File: config.mk
export PLATFORM = sky130hd
export DESIGN_NAME = wordle_guess_scorer_flat
export DESIGN_NICKNAME = d
export VERILOG_FILES = /design/src/rtl/wordle_guess_scorer_if.sv /design/src/rtl/wordle_guess_scorer.sv /design/src/flat_wrapper.sv
export SDC_FILE = /design/constraint.sdc
export NUM_CORES = 1
export LEC_CHECK = 0
export BUFFER_PORTS_ARGS = -buffer_cell sky130_fd_sc_hd__buf_2
export CAP_MARGIN = 30
export CORE_UTILIZATION = 55
export CTS_BUF_LIST = sky130_fd_sc_hd__clkbuf_8
export DETAILED_ROUTE_END_ITERATION = 7
export PLACE_DENSITY = 0.74
export SLEW_MARGIN = 10
export SYNTH_ARGS = -nofsm -noshare
export SYNTH_HDL_FRONTEND = slang
export SYNTH_SLANG_ARGS = --single-unit
File: constraint.sdc
create_clock -name Clk -period 6.9 [get_ports Clk]
set_input_delay 1.725 -clock Clk [delete_from_list [all_inputs] [get_ports Clk]]
set_output_delay 1.725 -clock Clk [all_outputs]
set_load 0.01 [all_outputs]
File: src/rtl/wordle_guess_scorer_if.sv
// Guess/score handshake between the game sequencer and the scorer.
// The sequencer drives Start/guess/target; the scorer returns busy/done/colors/win.
interface wordle_guess_scorer_if;
  logic        Start;
  logic [39:0] guess;
  logic [39:0] target;
  logic        busy;
  logic        done;
  logic [9:0]  colors;
  logic        win;

  modport master (output Start, guess, target, input busy, done, colors, win);
  modport slave  (input Start, guess, target, output busy, done, colors, win);
endinterface

File: src/rtl/wordle_guess_scorer.sv
// Scores one 5-letter guess against the hidden word: a green pass, then a 5x5 yellow scan
// that consumes target letters so repeated letters are counted only as often as they occur.
module wordle_guess_scorer #(
  parameter int N_LET = 5,
  parameter int W_CH  = 8
) (
  input  logic                 Clk,
  input  logic                 reset,
  wordle_guess_scorer_if.slave bus
);

  typedef enum logic [1:0] {IDLE, GREEN, YELLOW, DONE} state_t;

  localparam logic [1:0] C_GREY   = 2'b01;
  localparam logic [1:0] C_YELLOW = 2'b10;
  localparam logic [1:0] C_GREEN  = 2'b11;
  localparam logic [2:0] LAST     = 3'(N_LET - 1);

  state_t r_state, w_state_nxt;

  // Ascending packed ranges keep letter0 at the MSB end, matching the bus byte order.
  logic [0:N_LET-1][W_CH-1:0] r_g, r_t, w_g_nxt, w_t_nxt;
  logic [0:N_LET-1][1:0]      r_col, w_col_nxt;
  logic [0:N_LET-1]           r_used, w_used_nxt;
  logic [2:0]                 r_i, r_j, w_i_nxt, w_j_nxt;
  logic [0:N_LET-1][1:0]      r_colors;
  logic                       r_win;
  logic                       w_load_out;

  always_ff @(posedge Clk) begin
    if (!reset) r_state <= IDLE;
    else        r_state <= w_state_nxt;
  end

  always_comb begin
    w_state_nxt = r_state;
    w_g_nxt     = r_g;
    w_t_nxt     = r_t;
    w_col_nxt   = r_col;
    w_used_nxt  = r_used;
    w_i_nxt     = r_i;
    w_j_nxt     = r_j;
    w_load_out  = 1'b0;
    case (r_state)
      IDLE: begin
        if (bus.Start) begin
          w_g_nxt     = bus.guess;
          w_t_nxt     = bus.target;
          w_used_nxt  = '0;
          w_col_nxt   = {N_LET{C_GREY}};
          w_i_nxt     = '0;
          w_j_nxt     = '0;
          w_state_nxt = GREEN;
        end
      end
      GREEN: begin
        if (r_g[r_i] == r_t[r_i]) begin
          w_col_nxt[r_i]  = C_GREEN;
          w_used_nxt[r_i] = 1'b1;
        end
        if (r_i == LAST) begin
          w_i_nxt     = '0;
          w_j_nxt     = '0;
          w_state_nxt = YELLOW;
        end else begin
          w_i_nxt = r_i + 3'd1;
        end
      end
      YELLOW: begin
        // Once a letter turns yellow its colour is no longer grey, so later j steps are no-ops.
        if (r_col[r_i] == C_GREY && !r_used[r_j] && r_g[r_i] == r_t[r_j]) begin
          w_col_nxt[r_i]  = C_YELLOW;
          w_used_nxt[r_j] = 1'b1;
        end
        if (r_j == LAST) begin
          w_j_nxt = '0;
          if (r_i == LAST) begin
            w_i_nxt     = '0;
            w_load_out  = 1'b1;
            w_state_nxt = DONE;
          end else begin
            w_i_nxt = r_i + 3'd1;
          end
        end else begin
          w_j_nxt = r_j + 3'd1;
        end
      end
      DONE:    w_state_nxt = IDLE;
      default: w_state_nxt = IDLE;
    endcase
  end

  always_ff @(posedge Clk) begin
    if (!reset) begin
      r_g      <= '0;
      r_t      <= '0;
      r_col    <= '0;
      r_used   <= '0;
      r_i      <= '0;
      r_j      <= '0;
      r_colors <= '0;
      r_win    <= 1'b0;
    end else begin
      r_g    <= w_g_nxt;
      r_t    <= w_t_nxt;
      r_col  <= w_col_nxt;
      r_used <= w_used_nxt;
      r_i    <= w_i_nxt;
      r_j    <= w_j_nxt;
      // Published on entry to DONE so colors/win are already valid in the done cycle.
      if (w_load_out) begin
        r_colors <= w_col_nxt;
        r_win    <= (w_col_nxt == {N_LET{C_GREEN}});
      end
    end
  end

  assign bus.busy   = (r_state != IDLE);
  assign bus.done   = (r_state == DONE);
  assign bus.colors = r_colors;
  assign bus.win    = r_win;

endmodule

File: src/flat_wrapper.sv
// flat-port wrapper written by rule: the top's interface ports become plain ports
module wordle_guess_scorer_flat 
#(
  parameter int N_LET = 5,
  parameter int W_CH  = 8
)
  (Clk, reset, bus_Start, bus_guess, bus_target, bus_busy, bus_done, bus_colors, bus_win);
  wordle_guess_scorer_if bus_i ();
  input  logic Clk;
  input  logic reset;
  input wire logic [$bits(bus_i.Start)-1:0] bus_Start;
  input wire logic [$bits(bus_i.guess)-1:0] bus_guess;
  input wire logic [$bits(bus_i.target)-1:0] bus_target;
  output wire logic [$bits(bus_i.busy)-1:0] bus_busy;
  output wire logic [$bits(bus_i.done)-1:0] bus_done;
  output wire logic [$bits(bus_i.colors)-1:0] bus_colors;
  output wire logic [$bits(bus_i.win)-1:0] bus_win;
  assign bus_i.Start = bus_Start;
  assign bus_i.guess = bus_guess;
  assign bus_i.target = bus_target;
  assign bus_busy = bus_i.busy;
  assign bus_done = bus_i.done;
  assign bus_colors = bus_i.colors;
  assign bus_win = bus_i.win;
  wordle_guess_scorer #(.N_LET(N_LET), .W_CH(W_CH)) u_core (.Clk(Clk), .reset(reset), .bus(bus_i));
endmodule
## Yosys cells after proc, flatten, opt, wreduce, memory -nomap -nowiden

Cells that the tools add are included.

- Order comparisons: 4
- Reduce and logical (&&, ||, !) cells: 13
- Bitwise logic cells: 8
- Eq/ne operators: 15
- Add/subtract/negate cells: 2
- Mux-type cells: 44

Operators with widths:

| kind | count |
|---|---|
| binary-select mux 8 bit (select 3 bit) | 3 |
| two-way mux 8 bit | 6 |
| two-way mux 10 bit | 3 |
| case mux 10 bit (3 select lines) | 1 |
| case mux 3 bit (3 select lines) | 2 |
| == test 8 bit | 2 |
| two-way mux 3 bit | 5 |
| two-way mux 5 bit | 3 |
| bitwise OR 5 bit | 3 |
| case mux 5 bit (3 select lines) | 1 |
| two-way mux 2 bit | 7 |
| == test 10 bit (second input constant) | 1 |
| inequality test 2 x 1 -> 1 bit (second input constant) | 5 |
| bitwise OR 10 bit | 1 |
| >= comparator 4 bit (second input constant) | 2 |
| less-than comparator 4 x 1 -> 1 bit (second input constant) | 2 |
| inverter 3 -> 4 bit | 2 |
| case mux 2 bit (4 select lines) | 1 |
| AND reduction 4 bit | 2 |
| two-way mux 1 bit | 7 |
| adder 3 x 1 -> 3 bit (second input constant) | 2 |
| binary-select mux 2 bit (select 3 bit) | 1 |
| demux 1 bit (select 3 bit) | 2 |
| demux 2 bit (select 3 bit) | 1 |
| other kinds (14) | 21 |

- Logic and storage cells: 111
- Output and inout port bits: 13
- Bits of input ports: 83
- Register bits: 114

## Longest topological paths before layout

Gate-level depths: netlist (run 1).

- Depth after elaboration: 10
- Gate-level depth with buffers: 13
- Gate-level depth less buffers: 10

## Least setup slack after synthesis (run 1)

No wires, ideal clock.

- Path type: input -> register
- Start point: input bus_Start
- End point: register u_core.r_win, in the netlist u_core.bus.win
- Setup time: 84 ps
- Required time: 6,816 ps
- Path buffers: 1
- Arrival time: 3,275 ps
- Path slack: 3,541 ps
- Stages on the path: 7
- Cells stage by stage: and2_1 > clkbuf_1 > or3_1 > or4b_1 > and3_1 > a2111o_1 > o31ai_2

- Longest elaborated chain between the ends: 3

Ends and longest elaborated chain:

| item | line | text |
|---|---|---|
| from (decl) | flat_wrapper.sv:11 | `input wire logic [$bits(bus_i.Start)-1:0] bus_Start;` |
| two-way mux 10 bit | wordle_guess_scorer.sv:46 | `if (bus.Start) begin` |
| case mux 10 bit (3 select lines) | wordle_guess_scorer.sv:44 | `case (r_state)` |
| == test 10 bit | wordle_guess_scorer.sv:113 | `r_win <= (w_col_nxt == {N_LET{C_GREEN}});` |
| to (signal assigned) | wordle_guess_scorer.sv:113 |  |
| to (decl) | wordle_guess_scorer.sv:27 | `logic r_win;` |

Every way passes these cells.
A chain may end at the register's enable or synchronous reset.

## Final worst setup path (run 1)

- Start point: register u_core.r_i[2]
- End point: register u_core.r_win, in the netlist u_core.bus.win

- Longest elaborated chain between the ends: 10
- Elaborated cells on any way between the ends: 32
- Those cells by class: order compare: 2; eq/ne: 5; mux: 17; bitwise: 5; reduce/logical: 3

Ends and longest elaborated chain:

| item | line | text |
|---|---|---|
| from (decl) | wordle_guess_scorer.sv:25 | `logic [2:0] r_i, r_j, w_i_nxt, w_j_nxt;` |
| from (signal assigned) | wordle_guess_scorer.sv:108 | `r_i <= w_i_nxt;` |
| inverter 3 -> 4 bit (not written as such) | -- |  |
| >= comparator 4 bit (not written as such), or another cell as far along | wordle_guess_scorer.sv:58, wordle_guess_scorer.sv:72 |  |
| logical AND 1 bit (not written as such) or two-way mux 2 bit (tied branches) | wordle_guess_scorer.sv:58, wordle_guess_scorer.sv:72, wordle_guess_scorer.sv:71 |  |
| two-way mux 2 bit (on tied branches) | wordle_guess_scorer.sv:58, wordle_guess_scorer.sv:72, wordle_guess_scorer.sv:71 |  |
| demux 2 bit (select 3 bit) or == test 2 x 1 -> 1 bit (tied branches) | wordle_guess_scorer.sv:58, wordle_guess_scorer.sv:72, wordle_guess_scorer.sv:71 |  |
| inverter 5 bit (no line) or logical AND 1 bit (tied branches) | -- |  |
| AND 5 bit (no line) or logical AND 1 bit (tied branches) | -- |  |
| two-way mux 10 bit | wordle_guess_scorer.sv:71 | `if (r_col[r_i] == C_GREY && !r_used[r_j] && r_g[r_i] == r_t[r_j]) begin` |
| case mux 10 bit (3 select lines) | wordle_guess_scorer.sv:44 |  |
| == test 10 bit | wordle_guess_scorer.sv:113 |  |

Parallel ways exist; a longest one is shown, timed or not. The select of a mux whose other input is x is not followed.

==> results of run 1 <==
==> layer usage <==
layer / global-route usage, % / wire, µm / vias to the layer above
li1: - / - / 2720
met1: 38.0 / 6890 / 2566
met2: 47.9 / 7360 / 217
met3: 7.55 / 1080 / 44
met4: 15.0 / 498 / 0
met5: 0 / 0 / -
==> per-stage QoR <==
step	cell area, µm²	util (%)
2_1_floorplan	5810	-
3_3_place_gp	6220	60.5
3_5_place_dp	6220	60.5
4_1_cts	6610	64.3
5_1_grt	6670	64.9
6_report	6670	64.9
==> placed cells by master, fill, tap and decap left out, types with 3 or more instances in the layout <==
cell / netlist / routed
mux2i_1: 39 / 39
o22a_1: 4 / 4
a22oi_1: 11 / 11
nor2_1: 43 / 43
nand2_1: 186 / 185
o21ai_0: 13 / 13
nand3_1: 6 / 6
clkbuf_8: 0 / 19
inv_1: 12 / 17
and3_1: 3 / 3
nor3_1: 9 / 9
dfxtp_1: 114 / 113
ha_1: 8 / 8
buf_2: 5 / 95
buf_4: 2 / 5
mux2_2: 3 / 3
o21ai_1: 3 / 3
nand4_1: 3 / 3
xor2_1: 12 / 12
a32oi_1: 3 / 3
a31oi_1: 9 / 9
xnor2_1: 8 / 8
bufinv_16: 0 / 3
a21oi_1: 115 / 115
o22ai_1: 19 / 19
nand2b_1: 6 / 6
clkinv_2: 0 / 3
a211oi_1: 9 / 9
and2_1: 5 / 4
==> cells in the mapped netlist (9+ instances only) <==
cell type  number
dfxtp_1       114
nor2_1         43
nand2_1       186
mux2i_1        39
a211oi_1        9
xor2_1         12
nor3_1          9
o22ai_1        19
inv_1          12
a21oi_1       115
a31oi_1         9
o21ai_0        13
a22oi_1        11
clkbuf_1       34
==> registers in the layout (all words and copies together), names as in the netlist <==
signal,flops
u_core.bus.colors,10
u_core.bus.win,1
u_core.r_col,10
u_core.r_g,40
u_core.r_i,3
u_core.r_j,3
u_core.r_state,2
u_core.r_t,40
u_core.r_used,5
==> power by group <==
part           switching, W  internal, W  leakage (nW)
clock              0.000258     0.000363         0.217
sequential         0.000108     0.000774         0.933
combinational      0.000632     0.000354          1.41
==> cell type report <==
cell class / instances / area, µm²
clock buffers: 19 / 262
clock inverters: 11 / 124
fillers: 909 / 3610
inverters: 15 / 56.3
multi-input cells: 560 / 3200
flip-flops and latches: 114 / 2280
well taps: 136 / 170
repair buffers: 103 / 576
==> worst paths after layout <==
kind,startpoint,endpoint,slack (ps),cells past startpoint
max,u_core.r_i[2],u_core.bus.win,2750,9
min,u_core.r_g[25],u_core.r_g[25],450,2
max reg2reg,u_core.r_i[2],u_core.bus.win,2750,9
min reg2reg,u_core.r_g[25],u_core.r_g[25],450,2
==> logic make-up after synthesis <==
| group | share of synthesized area (%) |
|---|---|
| flip-flops | 39.3 |
| buffers and inverters | 5.79 |
| XOR/XNOR | 3.01 |
| AND/OR/NAND/NOR | 21.2 |
| multiplexers | 8.14 |
| adder cells (fa/ha/maj) | 1.72 |
| AO/OA/AOI/OAI | 20.9 |
==> worst max-delay path, cell delays in order, from the launching register on <==
cell,delay (ps)
dfxtp_1,720
nor3b_2,830
a211oi_1,270
xor2_1,210
or4_1,620
or4_4,560
a21oi_4,220
a31oi_1,120
o22a_1,260
o31ai_2,240
==> run metrics, run 1 <==
Tcrit/Tclk final=60.2%; initial antenna violation count=0; clock skew=between 7 and 8 ps; Post-Route WL=15800 µm; hold slack final=around 450 ps; # port buffers=between 90 and 100; Pleak=between 2 and 3 nW; crit start category=flop; TNS Setup=0 ps; yosys warns=0; dpl cells=around 930; Setup crit end kind=flop; final cell count without fillers=roughly 960; CTS buffer count=17; Die W=about 100 µm; routed len/inst=16.5 µm; number of diodes=0; syn nets=833; HPWL after DPL=11300 µm; Vias/cell=between 5 and 6; Setup Viol. Count Final=0; VDD IR max=around 0.34 mV; CTS Hold Bufs=0; Mapped Area=5810 µm²; EDFF count, synth=0; Initial Util=approximately 57%; post_cts resized=0; share of layout cells above drive strength 1=between 10% and 20%; number of global-route vias before repair=about 5200; Clock Sink Count=around 110; worst setup margin=~2700 ps; Core Area=roughly 10000 µm²; total setup buffers inserted after CTS=0; dpl ws=~2800 ps; CTS tree=done; area leader, netlist=dfxtp_1; CTS Buffer Depth=2; Nets=approximately 900; status=completed; Slew headroom=41.4%; Rows=37; Hold Crit Class=flop to flop; DR vias=around 5500; Hold Fails Final Rpt=0; Synth Flop Type=dfxtp_1; Netlist cell types=64; power per standard cell area=373 nW/µm²; post-synthesis sequential area ratio=between 30 and 40%; Die Y=between 100 and 150 µm; Area contributors post-synth=dfxtp_1 (39%), nand2_1 (12%), a21oi_1 (9.9%), mux2i_1 (6.7%), nor2_1 (2.8%); gr usage total=30.1%; clock latency on the worst-skew pair=about 450 ps; maxcap violations=0; depth of the CTS H-tree=4; DRT Pass-1 Iters=6; slew of the pin with the lowest slew margin=approximately 880 ps; Synth Instances=about 740; mean post-synth cell area=about 7.8 µm²; root buf cell=clkbuf_8; Ports=96; initial DRC count=around 380; Crit Path Max Fanout=21; antenna-violating nets left=0; clk slew on worst S/H paths=around 70 ps; crit path DAT=between 4000 and 5000 ps; global-route wire length before repair=about 26000 µm; total power=approximately 0.0025 W; Async S/R FF share, synth=0%; flops & latches, synth=about 110; Synth top area share=39.3%; RSZ-0062 raised after global routing=false; Critical Path RT=slightly above 7000 ps; GRT overflow=0; WS Path Type=flop to flop; Syn-to-layout area delta=14.7%; drt drc=0; die area=~11000 µm²; pin count of the biggest net entering global routing=around 110; fmax=around 240 MHz; GP Congestion=just under 1; min cycle time layout=~4200 ps; Pins Over Slew Limit=0
Note: power is estimated with default switching activity, not from simulation.
==> run 2: changes to the inputs <==
--- a/config.mk
+++ b/config.mk
@@ -5,12 +5,13 @@
 export SDC_FILE = /design/constraint.sdc
 export NUM_CORES = 1
 export LEC_CHECK = 0
+export ABC_AREA = 1
 export BUFFER_PORTS_ARGS = -buffer_cell sky130_fd_sc_hd__buf_2
 export CAP_MARGIN = 30
-export CORE_UTILIZATION = 55
+export CORE_UTILIZATION = 54
 export CTS_BUF_LIST = sky130_fd_sc_hd__clkbuf_8
 export DETAILED_ROUTE_END_ITERATION = 7
-export PLACE_DENSITY = 0.74
+export PLACE_DENSITY = 0.75
 export SLEW_MARGIN = 10
 export SYNTH_ARGS = -nofsm -noshare
 export SYNTH_HDL_FRONTEND = slang
==> constraint.sdc (replaced) <==
create_clock -name Clk -period 3.4 [get_ports Clk]
set_input_delay 0.85 -clock Clk [delete_from_list [all_inputs] [get_ports Clk]]
set_output_delay 0.85 -clock Clk [all_outputs]
set_load 0.01 [all_outputs]
==> run 2 against run 1 <==
  * Critical path depth up 10
  * Synthesized area is 10% higher
  * Setup slack lost 2300 ps
  * Sequential cell count stayed put
  * Sequential share of layout area shrank 3.3 points
  * Critical endpoint unchanged
  * Clock skew up 3.5 ps
  * Die area up 12%
  * Hold slack better by 0.76 ps
  * Sequential power is 110% higher
  * Register-to-register slack got worse by 2300 ps
==> run metrics, run 2 <==
status=completed; top layer used by detailed routing=met4; global-route wire length before repair=between 20000 and 30000 µm; Tcrit/Tclk final=a little under nine tenths; Setup crit end kind=flop; post-synthesis sequential area ratio=between 30% and 40%; Ports=96; commonest non-fill, non-tap cell in the layout=nand2_1; GP Congestion=about 0.92; yosys warns=0; area leader, netlist=dfxtp_1; Mapped Area=~6400 µm²; # port buffers=between 90 and 100; Hold Crit Class=flop to flop; CTS tree=done; total setup buffers inserted after CTS=0; Worst R2R Path Depth=19; number of diodes=0; Most common cell on crit path=nand2_1; WS Path Type=flop to flop; Area contributors post-synth=dfxtp_1 (36%), nand2_1 (17%), inv_1 (7.9%), o21ai_0 (7.7%), nor2_1 (7.6%); drt drc=0; CTS Buffer Depth=2; Pins Over Slew Limit=0; Async S/R FF share, synth=0%; Post-Route WL=17300 µm; slew of the pin with the lowest slew margin=roughly 840 ps; fmax=about 340 MHz; Nets=1208; Pleak=3.79 nW; HPWL after DPL=12500 µm; hold path start=u_core.r_g[29]; die area=about 12000 µm²; Synth Flop Type=dfxtp_1; gr usage total=roughly 30%; Commonest cells post-synth=nand2_1 (283), inv_1 (134), nor2_1 (129), dfxtp_1 (114), o21ai_0 (98); clock skew=11.1 ps; initial antenna violation count=0; initial DRC count=~650; Clock Sink Count=between 100 and 150; pin count of the biggest net entering global routing=93; met3 WL=1200 µm; DR vias=roughly 6600; Die W=111 µm; crit path DAT=roughly 3300 ps; clock latency on the worst-skew pair=about 460 ps; depth of the CTS H-tree=4; Core Area=11500 µm²; flops & latches, synth=~110; syn nets=1133; crit-path cells=inv_2 > nand3_1 > inv_1 > nand2_1 > nand3_1 > inv_1 > nand2_1 > nand2_1 > nor2_2 > nand4_1 > nand2_1 > nand2_1 > nand2_1 > nand2_1 > o21ai_1 > nand2_1 > nor2_1 > nand2_1 > a21oi_1; RSZ-0062 raised after global routing=false; Largest stage delay, worst path=approximately 410 ps; Critical Path RT=3780 ps; routed len/inst=approximately 14 µm; CP max-delay cell=nand3_1; DRT met1 WL=8530 µm; GRT overflow=0; root buf cell=clkbuf_8; min cycle time layout=about 2900 ps; CTS buffer count=17; mean post-synth cell area=6.15 µm²; Slew headroom=between 40% and 50%; Rows=39; post_cts resized=0; Crit Path Max Fanout=25; Hold Fails Final Rpt=0; Synth Instances=roughly 1000; Top Registers=u_core.r_g: 40 flops, u_core.r_t: 40 flops; maxcap violations=0; metal2 WL=slightly above 7000 µm; r2r endpoint=u_core.bus.win; VDD IR max=around 0.53 mV; power per standard cell area=878 nW/µm²; total power=approximately 0.0065 W; clk slew on worst S/H paths=around 70 ps; DRT Pass-1 Iters=5; Setup Viol. Count Final=0; number of global-route vias before repair=5797; commonest cells after routing, fill and taps aside=nand2_1 (282), inv_1 (135), nor2_1 (129); EDFF count, synth=0; TNS Setup=0 ps; Netlist cell types=28; Die Y=111 µm; Hold Path Sink=u_core.r_g[29]; antenna-violating nets left=0; CTS Hold Bufs=0; R2R Path Start=u_core.r_j[0]; count leader, synth=nand2_1; Initial Util=between 50% and 60%; Synth top area share=35.6%; share of layout cells above drive strength 1=around 15%; Vias/cell=between 5 and 6; Syn-to-layout area delta=15.1%; reg-to-reg slack, setup=around 480 ps; Hold Crit Depth=2; crit start category=flop
run 2: through the flow:
stage | setup slack, ps | instance area [µm²] | hold slack (ps) | cells | utilization (%)
final | 481 | 7370 | 456 | 1273 | 64.3
after floorplan | 1270 | 6400 | 429 | 1042 | -
after global placement | 585 | 6920 | 443 | 1240 | 60.3
after global routing | 196 | 7370 | 471 | 1273 | 64.3
after detailed placement | 525 | 6920 | 445 | 1240 | 60.3
after CTS | 512 | 7360 | 457 | 1272 | 64.2
run 2: critical path: cells and delay by family (launching register included):
family,cells,cell delay (ps)
buffers and inverters,3,560
DFF,1,330
and+or+nand+nor,14,1690
AOI/OAI and AO/OA,2,250
run 2: worst max path at each step:
stage,cells past startpoint,end,startpoint
2_1_floorplan,22,u_core.bus.win,u_core.r_i[1]
3_3_place_gp,19,u_core.bus.win,u_core.r_j[0]
3_5_place_dp,19,u_core.bus.win,u_core.r_i[1]
4_1_cts,19,u_core.bus.win,u_core.r_j[0]
5_1_grt,19,u_core.bus.win,u_core.r_j[0]
6_report,19,u_core.bus.win,u_core.r_j[0]
run 2: cells by family (layout without fill, tap and decap cells):
group,Yosys count,in the layout,share of synthesized area (%)
simple gates,530,530,34.6
buf+inv,200,288,12.9
compound gates,188,188,15.0
flops,114,114,35.6
xor+xnor,2,2,0.274
fa+ha+maj,8,8,1.56
run 2: power breakdown:
| group | internal [W] | leakage (nW) | switching, W |
|---|---|---|---|
| registers | 0.00165 | 0.939 | 0.000240 |
| clock network | 0.000836 | 0.223 | 0.000583 |
| logic | 0.000993 | 2.63 | 0.00217 |
| total | 0.00348 | 3.79 | 0.00299 |
run 2: final cells by class:
type | instances | area, µm²
well taps | 143 | 179
clock buffers | 19 | 262
fillers | 1075 | 4100
flip-flops and latches | 114 | 2280
clock inverters | 13 | 184
repair buffers | 112 | 612
inverters | 144 | 541
multi-input cells | 728 | 3310
run 2: per-layer routing:
layer / GRT usage [%] / vias up
met5: 0 / -
li1: - / 3442
met3: 6.18 / 26
met2: 42.2 / 252
met1: 42.3 / 2922
met4: 11.0 / 0
==> run 3: changes to the inputs <==
--- a/config.mk
+++ b/config.mk
@@ -8,11 +8,14 @@
 export ABC_AREA = 1
 export BUFFER_PORTS_ARGS = -buffer_cell sky130_fd_sc_hd__buf_2
 export CAP_MARGIN = 30
+export CORE_ASPECT_RATIO = 1.75
 export CORE_UTILIZATION = 54
 export CTS_BUF_LIST = sky130_fd_sc_hd__clkbuf_8
 export DETAILED_ROUTE_END_ITERATION = 7
+export HOLD_SLACK_MARGIN = 0.02
 export PLACE_DENSITY = 0.75
 export SLEW_MARGIN = 10
 export SYNTH_ARGS = -nofsm -noshare
 export SYNTH_HDL_FRONTEND = slang
 export SYNTH_SLANG_ARGS = --single-unit
+export TNS_END_PERCENT = 50
==> run 3 against run 2 <==
  * The flow now finishes with violations (design-rule violations)
  * Wire length rose by 7.2%
  * Sequential cell count unchanged
  * Sequential power about the same
  * Combinational power up 2%
  * Setup slack better by 42 ps
  * Count of clock-buffer cells in the layout stayed put
  * Critical path type unchanged
  * Fmax increased by 1.4%
  * Sequential share of layout area grew 0.12 points
  * Global-route usage is 2.0 points higher
  * Largest cell class unchanged
  * Clock skew grew 1.2 ps
  * Register-to-register slack improved by 40 ps
  * Non-clock buffer count rose by 2
==> run metrics, run 3 (same netlist as run 2, synthesis figures left out) <==
commonest non-fill, non-tap cell in the layout=nand2_1; antenna-violating nets left=0; routed len/inst=about 15 µm; commonest cells after routing, fill and taps aside=nand2_1 (282), inv_1 (137), nor2_1 (129); Hold Crit Depth=2; Tcrit/Tclk final=a little over four fifths; clock latency on the worst-skew pair=440 ps; Initial Util=~55%; total power=0.00638 W; Slew headroom=45.7%; Rows=52; worst setup margin=522 ps; Hold Fails Final Rpt=0; GP Congestion=roughly 0.9; Crit Path Max Fanout=25; crit start category=flop; Hold Crit Class=flop to flop; pin count of the biggest net entering global routing=around 130; Setup Viol. Count Final=0; global-route wire length before repair=slightly below 30000 µm; failing checks=design-rule violations; GRT overflow=0; Pleak=3.80 nW; Critical Path RT=roughly 3800 ps; Top Registers=u_core.r_g: 40 flops, u_core.r_t: 40 flops; Die Y=approximately 150 µm; initial antenna violation count=0; WS Path Type=flop to flop; Worst R2R Path Depth=19; number of global-route vias before repair=roughly 6400; Setup crit end kind=flop; gr usage total=between 30 and 40%; HPWL after DPL=14100 µm; root buf cell=clkbuf_8; Clock Sink Count=about 110; Post-Route WL=between 15000 and 20000 µm; status=finished, violations left; Syn-to-layout area delta=14.6%; register area=around 2300 µm²; VDD IR max=approximately 0.7 mV; post_cts resized=0; Vias/cell=around 5.3; DRT Pass-1 Iters=7; number of diodes=0; drt drc=6; crit path DAT=3240 ps; hold slack final=457 ps; total setup buffers inserted after CTS=0; DR vias=roughly 6700; CTS tree=done; CTS buffer count=17; fmax=approximately 350 MHz; Pins Over Slew Limit=0; slew of the pin with the lowest slew margin=~800 ps; Core Area=roughly 12000 µm²; dpl ws=approximately 560 ps; clock skew=roughly 12 ps; CTS Hold Bufs=0; TNS Setup=0 ps; clk slew on worst S/H paths=about 70 ps; min cycle time layout=roughly 2900 ps; CTS Buffer Depth=2; Nets=1210; maxcap violations=0; Ports=96; depth of the CTS H-tree=4; multi-input logic area=between 3000 and 4000 µm²; # port buffers=95; post-layout util=between 60 and 70%; share of layout cells above drive strength 1=between 10% and 20%; Die W=about 84 µm; power per standard cell area=about 870 nW/µm²; RSZ-0062 raised after global routing=false; die area=~12000 µm²; filler instances=around 1100; initial DRC count=485
==> run 3: power by group <==
part	total [W]	switching [W]	leakage (nW)	internal [W]
combinational	0.00321	0.00220	2.65	0.00101
clock	0.00131	0.000556	0.207	0.000749
sequential	0.00187	0.000212	0.939	0.00165
total	0.00638	0.00297	3.80	0.00341
==> run 3: worst paths after layout <==
path	from	end	slack [ps]
setup / recovery	u_core.r_j[0]	u_core.bus.win	520
hold / removal	u_core.r_used[4]	u_core.r_used[4]	460
setup reg to reg	u_core.r_j[0]	u_core.bus.win	520
hold reg to reg	u_core.r_used[4]	u_core.r_used[4]	460
==> run 3: metal layers <==
layer	track usage, %	share of wire, %	vias up
li1	-	-	3448
met4	22.1	6.8	0
met3	5.09	3.4	81
met1	30.3	36	3017
met5	0	0	-
met2	58.8	53	199
==> run 3: layout make-up <==
cell class / instances / area share, %
well taps: 135 / 2.30
repair buffers: 114 / 8.66
multi-input cells: 728 / 45.1
flip-flops and latches: 114 / 31.1
clock inverters: 12 / 1.94
inverters: 144 / 7.36
clock buffers: 19 / 3.56
==> run 3: per-stage QoR <==
step / area (µm²) / instances
floorplan: 6400 / 1042
global placement: 6920 / 1234
detailed placement: 6920 / 1234
CTS: 7330 / 1265
global route: 7340 / 1266
finish: 7340 / 1266
==> run 3: critical path, cell delays in order (launching register included) <==
cell	delay, ps
dfxtp_1	310
inv_2	330
nand3_1	380
inv_1	170
nand2_1	70
nand3_1	130
inv_1	50
nand2_1	60
nand2_1	50
nor2_2	270
nand4_1	180
nand2_1	90
nand2_1	50
nand2_1	80
nand2_1	40
o21ai_1	110
nand2_1	120
nor2_1	120
nand2_1	60
a21oi_1	120
